### src/rtl/pipeline_hazard_ctrl.sv
// Stall/flush/forwarding controller for a 5-stage RV32I pipeline.
// Handles load-use, redirect, the data-memory handshake, the reset flush and the memory timeout.
module pipeline_hazard_ctrl #(
  parameter int unsigned TIMEOUT   = 16,
  parameter int unsigned RST_FLUSH = 2,
  parameter int unsigned CNT_W     = 5
) (
  input  logic       clk,
  input  logic       rst_n,
  input  logic [4:0] rs1_D,
  input  logic [4:0] rs2_D,
  input  logic [4:0] rs1_E,
  input  logic [4:0] rs2_E,
  input  logic [4:0] rd_E,
  input  logic       we_reg_E,
  input  logic [1:0] wb_ctrl_E,
  input  logic [4:0] rd_M,
  input  logic       we_reg_M,
  input  logic [4:0] rd_W,
  input  logic       we_reg_W,
  input  logic       redirect_E,
  input  logic       mem_op_M,
  input  logic       mem_ready,
  output logic       stall_F,
  output logic       stall_D,
  output logic       stall_E,
  output logic       stall_M,
  output logic       flush_D,
  output logic       flush_E,
  output logic       bubble_W,
  output logic [1:0] fwd_a_E,
  output logic [1:0] fwd_b_E,
  output logic       mem_req,
  output logic       mem_err
);

  typedef enum logic [1:0] {RST_SEQ, IDLE, MEM_WAIT, MEM_ERR} state_t;

  localparam logic [CNT_W-1:0] CNT_MAX  = '1;
  localparam logic [CNT_W-1:0] RST_LAST = CNT_W'(RST_FLUSH - 1);
  localparam logic [CNT_W-1:0] TO_LAST  = CNT_W'(TIMEOUT - 1);
  localparam logic [CNT_W-1:0] CNT_ONE  = CNT_W'(1);

  state_t           state, state_nx;
  logic [CNT_W-1:0] cnt, cnt_nx;
  logic             load_use;

  assign load_use = (wb_ctrl_E == 2'b01) && we_reg_E && (rd_E != 5'd0) &&
                    ((rd_E == rs1_D) || (rd_E == rs2_D));

  // Operand bypass; M is the younger result so it wins, x0 is never bypassed.
  assign fwd_a_E = (we_reg_M && (rd_M != 5'd0) && (rd_M == rs1_E)) ? 2'b10 :
                   (we_reg_W && (rd_W != 5'd0) && (rd_W == rs1_E)) ? 2'b01 : 2'b00;
  assign fwd_b_E = (we_reg_M && (rd_M != 5'd0) && (rd_M == rs2_E)) ? 2'b10 :
                   (we_reg_W && (rd_W != 5'd0) && (rd_W == rs2_E)) ? 2'b01 : 2'b00;

  always_ff @(posedge clk or negedge rst_n) begin
    if (!rst_n) begin
      state <= RST_SEQ;
      cnt   <= '0;
    end else begin
      state <= state_nx;
      cnt   <= cnt_nx;
    end
  end

  always_comb begin
    state_nx = state;
    cnt_nx   = cnt;
    stall_F  = 1'b0;
    stall_D  = 1'b0;
    stall_E  = 1'b0;
    stall_M  = 1'b0;
    flush_D  = 1'b0;
    flush_E  = 1'b0;
    bubble_W = 1'b0;
    mem_req  = 1'b0;
    mem_err  = 1'b0;
    case (state)
      RST_SEQ: begin
        stall_F = 1'b1;
        flush_D = 1'b1;
        flush_E = 1'b1;
        if (cnt == RST_LAST) begin
          state_nx = IDLE;
          cnt_nx   = '0;
        end else begin
          cnt_nx = cnt + CNT_ONE;
        end
      end
      IDLE: begin
        mem_req = mem_op_M;
        // A memory miss freezes the pipe this cycle and masks both hazards.
        if (mem_op_M && !mem_ready) begin
          stall_F  = 1'b1;
          stall_D  = 1'b1;
          stall_E  = 1'b1;
          stall_M  = 1'b1;
          bubble_W = 1'b1;
          state_nx = MEM_WAIT;
          cnt_nx   = '0;
        end else if (redirect_E) begin
          flush_D = 1'b1;
          flush_E = 1'b1;
        end else if (load_use) begin
          stall_F = 1'b1;
          stall_D = 1'b1;
          flush_E = 1'b1;
        end
      end
      MEM_WAIT: begin
        mem_req = 1'b1;
        cnt_nx  = (cnt == CNT_MAX) ? cnt : cnt + CNT_ONE;
        if (mem_ready) begin
          state_nx = IDLE;
        end else begin
          stall_F  = 1'b1;
          stall_D  = 1'b1;
          stall_E  = 1'b1;
          stall_M  = 1'b1;
          bubble_W = 1'b1;
          if (cnt == TO_LAST) state_nx = MEM_ERR;
        end
      end
      MEM_ERR: begin
        mem_err  = 1'b1;
        stall_F  = 1'b1;
        stall_D  = 1'b1;
        stall_E  = 1'b1;
        stall_M  = 1'b1;
        bubble_W = 1'b1;
      end
      default: state_nx = RST_SEQ;
    endcase
  end

endmodule

### config.mk
export PLATFORM = sky130hd
export DESIGN_NAME = pipeline_hazard_ctrl
export DESIGN_NICKNAME = d
export VERILOG_FILES = /design/src/rtl/pipeline_hazard_ctrl.sv
export SDC_FILE = /design/constraint.sdc
export NUM_CORES = 1
export LEC_CHECK = 0
export ABC_CLOCK_PERIOD_IN_PS = 2270
export CAP_MARGIN = 0
export CORE_MARGIN = 2
export CORE_UTILIZATION = 37
export CTS_BUF_LIST = sky130_fd_sc_hd__clkbuf_8
export CTS_CLUSTER_SIZE = 8
export DETAILED_ROUTE_END_ITERATION = 16
export DONT_BUFFER_PORTS = 1
export PLACE_DENSITY = 0.57
export SETUP_SLACK_MARGIN = 0.5
export SYNTH_ARGS = -nofsm -noshare
export SYNTH_HDL_FRONTEND = slang
export SYNTH_SLANG_ARGS = --single-unit
### constraint.sdc
create_clock -name clk -period 2.27 [get_ports clk]
set_input_delay 0.3405 -clock clk [delete_from_list [all_inputs] [get_ports clk]]
set_output_delay 0.3405 -clock clk [all_outputs]
set_load 0.01 [all_outputs]
==> summary.md, run 1 <==
| Metric | Value |
|---|---|
| Status | finished clean |
| Global routing usage on met1 | 17.8% |
| Synth top area cells | xor2_1 (21%), dfrtp_1 (18%), ha_1 (12%), xnor2_1 (5.4%), mux2i_1 (4.1%) |
| CP max stage cell | or4b_4 |
| Area leader, netlist | xor2_1 |
| Seq/Total Area, Yosys | 17.9% |
| Initial DRC count | 27 |
| Clock sink count | 7 |
| DP HPWL | 1.87 mm |
| Area grow syn2layout | 38.7% |
| Largest net degree at the start of global routing | 8 |
| Crit path max fanout | 3 |
| Syn_nets | 168 |
| Total CTS buffers | 3 |
| Drt drc | 0 |
| N_diodes | 0 |
| Ys async rst share | 100% |
| Cells along the critical path | inv_2, ha_4, or4b_4, a2111o_1, mux2i_1 |
| Commonest cells in the netlist | xor2_1 (24), ha_1 (9), dfrtp_1 (7) |
| Syn avg cell area | 8.58 sq um |
| Required time at the worst-slack endpoint | 2.37 ns |
| Detailed-route wire length | 2.42 mm |
| Area of the multi-input gates | 0.00101 sq mm |
| Starting Density | 39.1% |
| Final nets | 180 |
| Vias/cell | 5.71 |
| Worst path arrival time | 1.86 ns |
| Boundary Pins | 58 |
| Max-slew violations | 0 |
| Clock buffer depth | 2 |
| Max stage delay on crit path | 0.46 ns |
| Most common cell in the synthesized netlist | xor2_1 |
| Synth top area share | 21.5% |
| Fin cells | 155 |
| Max-Cap Viols | 0 |
| F_max | 0.566 GHz |
| Met3 usage | 4.45% |
| Register area | 175 sq um |
| Synth Cell Area | 978 sq um |
| Fill cell count | 227 |
| GRT met2 Usage | 28.7% |
| Maximum vdd drop | 0.000678 V |
| Worst-path clk slew | 0.04 ns |
| Die footprint | 0.00307 sq mm |
| Htree depth | 1 |
| P_leak | 0.511 nW |
| Pwr dens | 992 mW/mm^2 |
| CP Launch Type | register |
| Count of state elements after synthesis | 7 |
| Worst Hold Class | primary input to register |
| Hold Fails Final Rpt | 0 |
| Die Ht | 55.4 microns |
| Yosys warning total | 0 |
| FP Rows | 18 |
| Min Tclk post-route | 1.77 ns |
| EDFF count, synth | 0 |
| CTS tree | done |
| Synth Flop Type | dfrtp_1 |
| Global-route wire length before repair | 4.02 mm |
| Worst-Margin Slew | 0.547 ns |
| Mapped Cells | 114 |
| Layout cells sized above 1 | 37.6% |
| Final period utilization | 77.8% |
| Clock Latency Late Sink | 0.22 ns |
| Max-slew headroom | 63.2% |
| Gr busiest metal | met2 |
| Core footprint | 0.00250 sq mm |
| Routed length per instance | 15.6 microns |
| Die W | 55.4 microns |
| Post-route ant nets | 0 |
| Clock Skews | 0.00145 ns |
| DR pass1 iterations | 4 |
| PortBufs | 0 |
| Overflow after GRT | 0 |
| Vias in the first global route | 935 |
| Total Routing Usage GR | 15.5% |
| Setup violators final | 0 |
| RSZ-0062 raised after global routing | true |
| Worst Setup End Kind | register |
| Final RePlAce weighted congestion | 0.847 |
| Initial antenna violation count | 0 |
| CTS root buffer | clkbuf_8 |
| WS Path Type | register to register |
| Setup TNS | 0 ns |
| Via count | 885 |
| Inst Count DP | 141 |
| Netlist cell types | 35 |
worst max-delay path, delay by kind of cell, from the launching register on:
family | cells | cell delay [ns]
AO/OA/AOI/OAI | 1 | 0.43
buffers and inverters | 1 | 0.09
AND/OR/NAND/NOR | 1 | 0.46
flip-flops | 1 | 0.40
multiplexers | 1 | 0.15
adder cells (fa/ha/maj) | 1 | 0.12
routing by layer:
| metal | part of all wire, % | vias to the layer above |
|---|---|---|
| met5 | 0 | - |
| met1 | 39 | 416 |
| li1 | - | 428 |
| met2 | 53 | 39 |
| met4 | 0.58 | 0 |
| met3 | 7.6 | 2 |
area by class of cell:
type                    instances  share of cell area, %
clock inverters                 1                  0.276
clock buffers                   3                   3.04
flip-flops and latches          7                   12.9
well taps                      30                   2.76
inverters                       4                   1.11
repair buffers                 10                   5.71
multi-input cells             100                   74.2
metrics by stage:
step	hold WS [ns]	setup WS, ns	util, %	power, mW	area (sq um)
2_1_floorplan	0.0449	0.506	-	0.712	995
3_3_place_gp	0.0451	0.345	40.5	0.780	1010
3_5_place_dp	0.0451	0.305	40.5	0.787	1010
4_1_cts	0.410	0.475	51.5	1.24	1290
5_1_grt	0.449	0.444	54.3	1.44	1360
6_report	0.432	0.504	54.3	1.35	1360
worst paths after layout:
check                                from       end  slack [ns]  cells after the start
worst max-delay path               cnt[1]  state[1]        0.50                      5
min in group asynchronous           rst_n    cnt[2]        0.44                      1
worst max register to register     cnt[1]  state[1]        0.50                      5
max in group asynchronous           rst_n  state[0]        1.59                      1
worst min-delay path            mem_ready  state[1]        0.43                      3
worst min register to register     cnt[3]    cnt[3]        0.54                      1
state kept, by name (all words and copies together), names as in the netlist:
register	flops
state	2
cnt	5
kinds of logic after synthesis:
group                      after synthesis  share of synthesized area, %
xor gates and xnor gates                30                          26.9
muxes                                    4                          4.09
AOI/OAI and AO/OA                       21                          14.8
and+or+nand+nor                         36                          21.4
adders and majority gates                9                          11.5
buffers and inverters                    7                          3.45
DFF                                      7                          17.9
timing repair:
| item | 4_1_cts | 5_1_grt |
|---|---|---|
| hold endpoints to repair | 7 | 0 |
| pin swaps | 12 | 8 |
| resized for setup | 35 | 13 |
| endpoints found under the setup margin | 17 | 15 |
| buffers inserted | 8 | 1 |
| hold buffers | 1 | 0 |
cell usage in the layout (no fill, tap or decap), drive strengths merged, types with 2 or more instances in the layout:
cell type and count:
ha 9, nand2 4, nand3 2, xnor2 6
nor4 4, nand2b 3, xor2 24, nor2b 3
nor3 3, o21ai 7, dfrtp 7, nor2 6
o22ai 3, buf 9, clkbuf 3, or4 4
inv 5, o2bb2ai 2, mux2i 4, and3 2
power by group:
part	internal (mW)	switching (mW)	leakage (nW)
Clock	0.117	0.0503	0.0269
Sequential	0.162	0.0326	0.0921
Combinational	0.479	0.507	0.392
Total	0.757	0.590	0.511
Note: power is estimated with default switching activity, not from simulation.
==> run 2: changes to the inputs <==
Settings changed: ABC_CLOCK_PERIOD_IN_PS 2270 to 1800.
Clock period 2.27 ns to 1.8 ns, I/O delays scaled along.
==> summary.md, run 2 (same netlist as run 1, synthesis figures left out) <==
| Metric | Value |
|---|---|
| Cells along the critical path | ha_2, and3_4, ha_4, a221oi_2, o21ai_0, o2bb2ai_2 (was inv_2, ha_4, or4b_4, a2111o_1, mux2i_1) |
| Detailed-route wire length | 2.42 mm (about the same) |
| Regs by FF count | cnt: 5 flops, state: 2 flops (unchanged) |
| Max-slew violations | 0 (unchanged) |
| Reg2reg end | cnt[2] (was state[1]) |
| FP Rows | 18 (unchanged) |
| R2R setup slack | 0.01 ns (was 0.50 ns) |
| Worst R2R Start | cnt[1] (unchanged) |
| Max FFs per register | 5 (unchanged) |
| Most frequent cells in the layout | xor2_1 (24), buf_4 (12), xnor2_1 (6), dfrtp_1 (6) (was xor2_1 (24), buf_4 (9), dfrtp_1 (7), xnor2_1 (6), ha_4 (5)) |
| Required time at the worst-slack endpoint | 1.91 ns (was 2.37 ns) |
| Clock sink count | 7 (unchanged) |
| Htree depth | 1 (unchanged) |
| Area grow syn2layout | 41.4% (was 38.7%) |
| Reg2Reg Depth | 6 (was 5) |
| Global-route wire length before repair | 3.94 mm (was 4.02 mm) |
| Overflow after GRT | 0 (unchanged) |
| Routed length per instance | 15.0 microns (was 15.6 microns) |
| CTS root buffer | clkbuf_8 (unchanged) |
| Worst Setup End Kind | register (unchanged) |
| Most common cell after layout, fill and taps aside | xor2_1 (unchanged) |
| Drt drc | 0 (unchanged) |
| N_diodes | 0 (unchanged) |
| Fin cells | 161 (was 155) |
| Status | finished clean (unchanged) |
| DR pass1 iterations | 4 (unchanged) |
| DP HPWL | 1.93 mm (was 1.87 mm) |
| HP Start | mem_ready (unchanged) |
| Worst-path clk slew | 0.04 ns (about the same) |
| Clock buffer depth | 2 (unchanged) |
| Worst Hold Class | primary input to register (unchanged) |
| Final RePlAce weighted congestion | 0.836 (was 0.847) |
| CTS tree | done (unchanged) |
| WHS Path Cells | 3 (unchanged) |
| Final core utilization | 55.4% (was 54.3%) |
| Hold Fails Final Rpt | 0 (unchanged) |
| Setup violators final | 0 (unchanged) |
| Hold Path End | state[1] (unchanged) |
| Starting Density | 39.1% (unchanged) |
| Boundary Pins | 58 (unchanged) |
| Worst-Margin Slew | 0.511 ns (was 0.547 ns) |
| F_max | 0.559 GHz (was 0.566 GHz) |
| Max-Cap Viols | 0 (unchanged) |
| Inst Count DP | 144 (was 141) |
| Max stage delay on crit path | 0.40 ns (was 0.46 ns) |
| Layout cells sized above 1 | 38.9% (was 37.6%) |
| Maximum vdd drop | 0.000939 V (was 0.000678 V) |
| CP Launch Type | register (unchanged) |
| P_leak | 0.546 nW (was 0.511 nW) |
| Die footprint | 0.00307 sq mm (unchanged) |
| Clock Latency Late Sink | 0.22 ns (about the same) |
| Vias/cell | 5.63 (was 5.71) |
| Worst path arrival time | 1.90 ns (was 1.86 ns) |
| Fill cell count | 233 (was 227) |
| Min Tclk post-route | 1.79 ns (was 1.77 ns) |
| Die Ht | 55.4 microns (unchanged) |
| Total Routing Usage GR | 15.7% (was 15.5%) |
| PortBufs | 0 (unchanged) |
| Via count | 907 (was 885) |
| Initial DRC count | 18 (was 27) |
| Clock Skews | 0.00182 ns (was 0.00145 ns) |
| CP max stage cell | dfrtp_1 (was or4b_4) |
| Crit path max fanout | 4 (was 3) |
| Total CTS buffers | 3 (unchanged) |
| RSZ-0062 raised after global routing | true (unchanged) |
| Final nets | 186 (was 180) |
| Core footprint | 0.00250 sq mm (unchanged) |
| Initial antenna violation count | 0 (unchanged) |
| Post-route ant nets | 0 (unchanged) |
| Setup TNS | 0 ns (unchanged) |
| Vias in the first global route | 953 (was 935) |
| WS Path Type | register to register (unchanged) |
| Final period utilization | 99.4% (was 77.8%) |
| Reg with most FFs | cnt (unchanged) |
| Max-slew headroom | 65.9% (was 63.2%) |
| Pwr dens | 1250 mW/mm^2 (was 992 mW/mm^2) |
| Die W | 55.4 microns (unchanged) |
| Largest net degree at the start of global routing | 8 (unchanged) |
==> run 2: worst max-delay path by stage <==
stage | from | endpoint | slack [ns]
floorplan | cnt[0] | cnt[2] | 0.13
global route | cnt[0] | cnt[2] | -0.08
global placement | cnt[0] | cnt[2] | 0.05
finish | cnt[1] | cnt[2] | 0.01
detailed placement | cnt[0] | cnt[2] | 0.03
CTS | cnt[0] | cnt[0] | 0.04
==> run 2: through the flow <==
| stage | area, sq um | hold WS (ns) | setup slack, ns | power, mW |
|---|---|---|---|---|
| final | 1380 | 0.362 | 0.0102 | 1.73 |
| after global routing | 1380 | 0.403 | -0.0795 | 1.88 |
| after CTS | 1320 | 0.358 | 0.0397 | 1.61 |
| after detailed placement | 1170 | -0.0254 | 0.0253 | 1.21 |
| after global placement | 1170 | -0.0254 | 0.0459 | 1.19 |
| after floorplan | 1140 | -0.0256 | 0.127 | 1.06 |
==> run 2: layout make-up <==
class / instances / area [sq um] / share of cell area (%)
multi-input combinational: 100 / 976 / 70.5
clock buffer: 3 / 41.3 / 2.98
sequential: 7 / 176 / 12.7
timing repair buffer: 16 / 134 / 9.67
clock inverter: 1 / 3.75 / 0.271
inverter: 4 / 15.0 / 1.08
tap: 30 / 37.5 / 2.71
==> run 2: where the power goes <==
part           total [mW]  internal, mW  switching [mW]
sequential          0.252         0.206          0.0469
combinational        1.26         0.668           0.596
clock               0.209         0.147          0.0621
==> run 2: what timing repair did <==
| item | 4_1_cts | 5_1_grt |
|---|---|---|
| pin swaps | 5 | 7 |
| resized for setup | 8 | 7 |
| hold endpoints to repair | 7 | 0 |
| buffers inserted | 7 | 5 |
| hold buffers | 1 | 0 |
| cloned | 0 | 0 |
| endpoints found under the setup margin | 20 | 19 |
==> run 2: routing by layer <==
layer  global-route usage (%)  up-vias  part of all wire [%]
li1                         -      438                     -
met1                     17.3      429                    39
met2                     27.2       34                    52
met3                     5.39        6                   7.2
met4                     6.62        0                   1.9
met5                        0        -                     0
==> run 2: critical path, delay by kind of cell (launching register included) <==
family          cells  cell delay (ns)
compound gates      3             0.75
flops               1             0.40
fa+ha+maj           2             0.35
simple gates        1             0.19
==> run 3: changes to the inputs <==
Settings changed: GPL_TIMING_DRIVEN set to 0.
==> summary.md, run 3 (same netlist as run 1, synthesis figures left out) <==
| Metric | Value |
|---|---|
| Reg2Reg Depth | 6 (unchanged) |
| Hold Path End | state[1] (unchanged) |
| Final RePlAce weighted congestion | 0.822 (was 0.836) |
| DR pass1 iterations | 2 (was 4) |
| Worst Hold Class | primary input to register (unchanged) |
| Worst path depth | 6 (unchanged) |
| Drt drc | 0 (unchanged) |
| PortBufs | 0 (unchanged) |
| Max-slew violations | 0 (unchanged) |
| CTS root buffer | clkbuf_8 (unchanged) |
| Starting Density | 39.1% (unchanged) |
| Die W | 55.4 microns (unchanged) |
| Htree depth | 1 (unchanged) |
| Clock Latency Late Sink | 0.22 ns (about the same) |
| CP Launch Type | register (unchanged) |
| Routed length per instance | 16.1 microns (was 15.0 microns) |
| F_max | 0.551 GHz (was 0.559 GHz) |
| Required time at the worst-slack endpoint | 1.95 ns (was 1.91 ns) |
| Global-route wire length before repair | 3.97 mm (was 3.94 mm) |
| P_leak | 0.585 nW (was 0.546 nW) |
| Fin Hold WS | 0.347 ns (was 0.362 ns) |
| Post-route ant nets | 0 (unchanged) |
| Die Ht | 55.4 microns (unchanged) |
| WS Path Type | register to register (unchanged) |
| Worst-Margin Slew | 0.510 ns (was 0.511 ns) |
| Pwr dens | 1320 mW/mm^2 (was 1250 mW/mm^2) |
| WHS Path Cells | 3 (unchanged) |
| N_diodes | 0 (unchanged) |
| Max stage delay on crit path | 0.44 ns (was 0.40 ns) |
| FP Rows | 18 (unchanged) |
| Reg with most FFs | cnt (unchanged) |
| Die footprint | 0.00307 sq mm (unchanged) |
| Final period utilization | 101% (was 99.4%) |
| Clock buffer depth | 2 (unchanged) |
| Buf/Inv on CP | 0 (unchanged) |
| CP top delay family | simple AND/OR/NAND/NOR gates (was compound AO/OA/AOI/OAI gates) |
| Final nets | 189 (was 186) |
| Fill cell count | 211 (was 233) |
| CP max stage cell | dfrtp_2 (was dfrtp_1) |
| Cells along the critical path | ha_4, and3_4, ha_4, a221o_1, or2_4, o2bb2ai_4 (was ha_2, and3_4, ha_4, a221oi_2, o21ai_0, o2bb2ai_2) |
| Min Tclk post-route | 1.81 ns (was 1.79 ns) |
| Largest net degree at the start of global routing | 8 (unchanged) |
| Crit path max fanout | 5 (was 4) |
| Clock sink count | 7 (unchanged) |
| Core footprint | 0.00250 sq mm (unchanged) |
| Most frequent cells in the layout | xor2_1 (23), buf_4 (15), xnor2_1 (6), dfrtp_1 (6), ha_4 (5) (was xor2_1 (24), buf_4 (12), xnor2_1 (6), dfrtp_1 (6)) |
| Maximum vdd drop | 0.00132 V (was 0.000939 V) |
| Layout cells sized above 1 | 46.3% (was 38.9%) |
| Total Routing Usage GR | 15.9% (was 15.7%) |
| Worst R2R Start | cnt[0] (was cnt[1]) |
| Status | complete, but fails checks (was finished clean) |
| Failing checks | negative setup slack |
| RSZ-0062 raised after global routing | true (unchanged) |
| DP HPWL | 1.96 mm (was 1.93 mm) |
| Vias in the first global route | 935 (was 953) |
| Detailed-route wire length | 2.64 mm (was 2.42 mm) |
| Total CTS buffers | 3 (unchanged) |
| Slack of the critical path | -0.0135 ns (was 0.0102 ns) |
| HP Start | mem_ready (unchanged) |
| Design area | 0.00155 sq mm (was 0.00138 sq mm) |
| Worst-path clk slew | 0.04 ns (about the same) |
| Vias/cell | 5.63 (about the same) |
| Clock Skews | 0.00196 ns (was 0.00182 ns) |
| Cell repeated most along the worst path | ha_4 |
| Hold Fails Final Rpt | 0 (unchanged) |
| Max-slew headroom | 66.0% (was 65.9%) |
| Initial antenna violation count | 0 (unchanged) |
| Initial DRC count | 29 (was 18) |
| Setup violators final | 6 (was 0) |
| Regs by FF count | cnt: 5 flops, state: 2 flops (unchanged) |
| Reg2reg end | cnt[3] (was cnt[2]) |
| Overall power | 2.05 mW (was 1.73 mW) |
| DP Area | 0.00118 sq mm (was 0.00117 sq mm) |
| Max FFs per register | 5 (unchanged) |
| Max-Cap Viols | 0 (unchanged) |
| Worst Setup End Kind | register (unchanged) |
| CTS tree | done (unchanged) |
| R2R setup slack | -0.01 ns (was 0.01 ns) |
| Worst path arrival time | 1.96 ns (was 1.90 ns) |
| Most common cell after layout, fill and taps aside | xor2_1 (unchanged) |
| Via count | 924 (was 907) |
| Boundary Pins | 58 (unchanged) |
| Overflow after GRT | 0 (unchanged) |
| Area grow syn2layout | 58.2% (was 41.4%) |
## run 3: cell count changes in the layout (fill, tap and decap cells not counted), moves of 2 or more
cell       before  now
buf_4          12   15
nor2_4          0    3
ha_4            3    5
nor2_2          2    0
o21ai_0         3    1
o21ai_2         1    3
o22ai_1         2    0
o22ai_2         1    3
o2bb2ai_2       2    0
o2bb2ai_4       0    2
## run 3: area by class of cell
cell class	instances	area, sq um	share of cell area (%)
Clock buffer	3	41.3	2.67
Timing Repair Buffer	16	123	7.92
Buffer	3	47.5	3.07
Tap cell	30	37.5	2.43
Inverter	4	15.0	0.970
Sequential cell	7	176	11.4
Clock inverter	1	3.75	0.243
Multi-Input combinational cell	100	1100	71.3
## run 3: metal layers
layer	global-route usage, %	vias up	part of all wire, %
met5	0	-	0
met4	6.62	0	0.87
met3	3.04	4	5.5
met2	28.4	31	55
met1	18.2	441	38
li1	-	448	-
## run 3: what timing repair did
item                       4_1_cts  5_1_grt
setup buffers                   11        4
pin swaps                       11        9
resized for setup               15       20
hold buffers                     1        0
setup endpoints to repair       19       20
hold endpoints to repair         7        0
gates cloned                     0        0
## run 3: worst max-delay path by stage
stage / slack, ns / endpoint / from
3_5_place_dp: -0.006 / cnt[2] / cnt[0]
3_3_place_gp: -0.003 / cnt[2] / cnt[0]
4_1_cts: -0.03 / stall_E / state[1]
5_1_grt: -0.10 / stall_M / state[1]
2_1_floorplan: 0.13 / cnt[2] / cnt[0]
6_report: -0.01 / cnt[3] / cnt[0]
## run 3: report_power, final
group          switching [mW]  internal, mW  total (mW)
Combinational           0.731         0.841        1.57
Sequential             0.0635         0.206       0.269
Clock                  0.0620         0.147       0.209
## run 3: worst reg2reg max path: cells and delay by family (launching register included)
family	cells	cell delay, ns
fa+ha+maj	2	0.35
simple gates	2	0.50
flops	1	0.44
compound gates	2	0.46
## run 3: metrics by stage
stage,util (%),worst slack [ns],cells,TNS [ns]
after global placement,47.1,-0.00315,144,-0.00538
after detailed placement,47.1,-0.00650,144,-0.0115
after CTS,56.2,-0.0302,160,-0.0602
final,61.9,-0.0135,164,-0.0425
after floorplan,-,0.127,114,0
after global routing,61.9,-0.101,164,-0.785
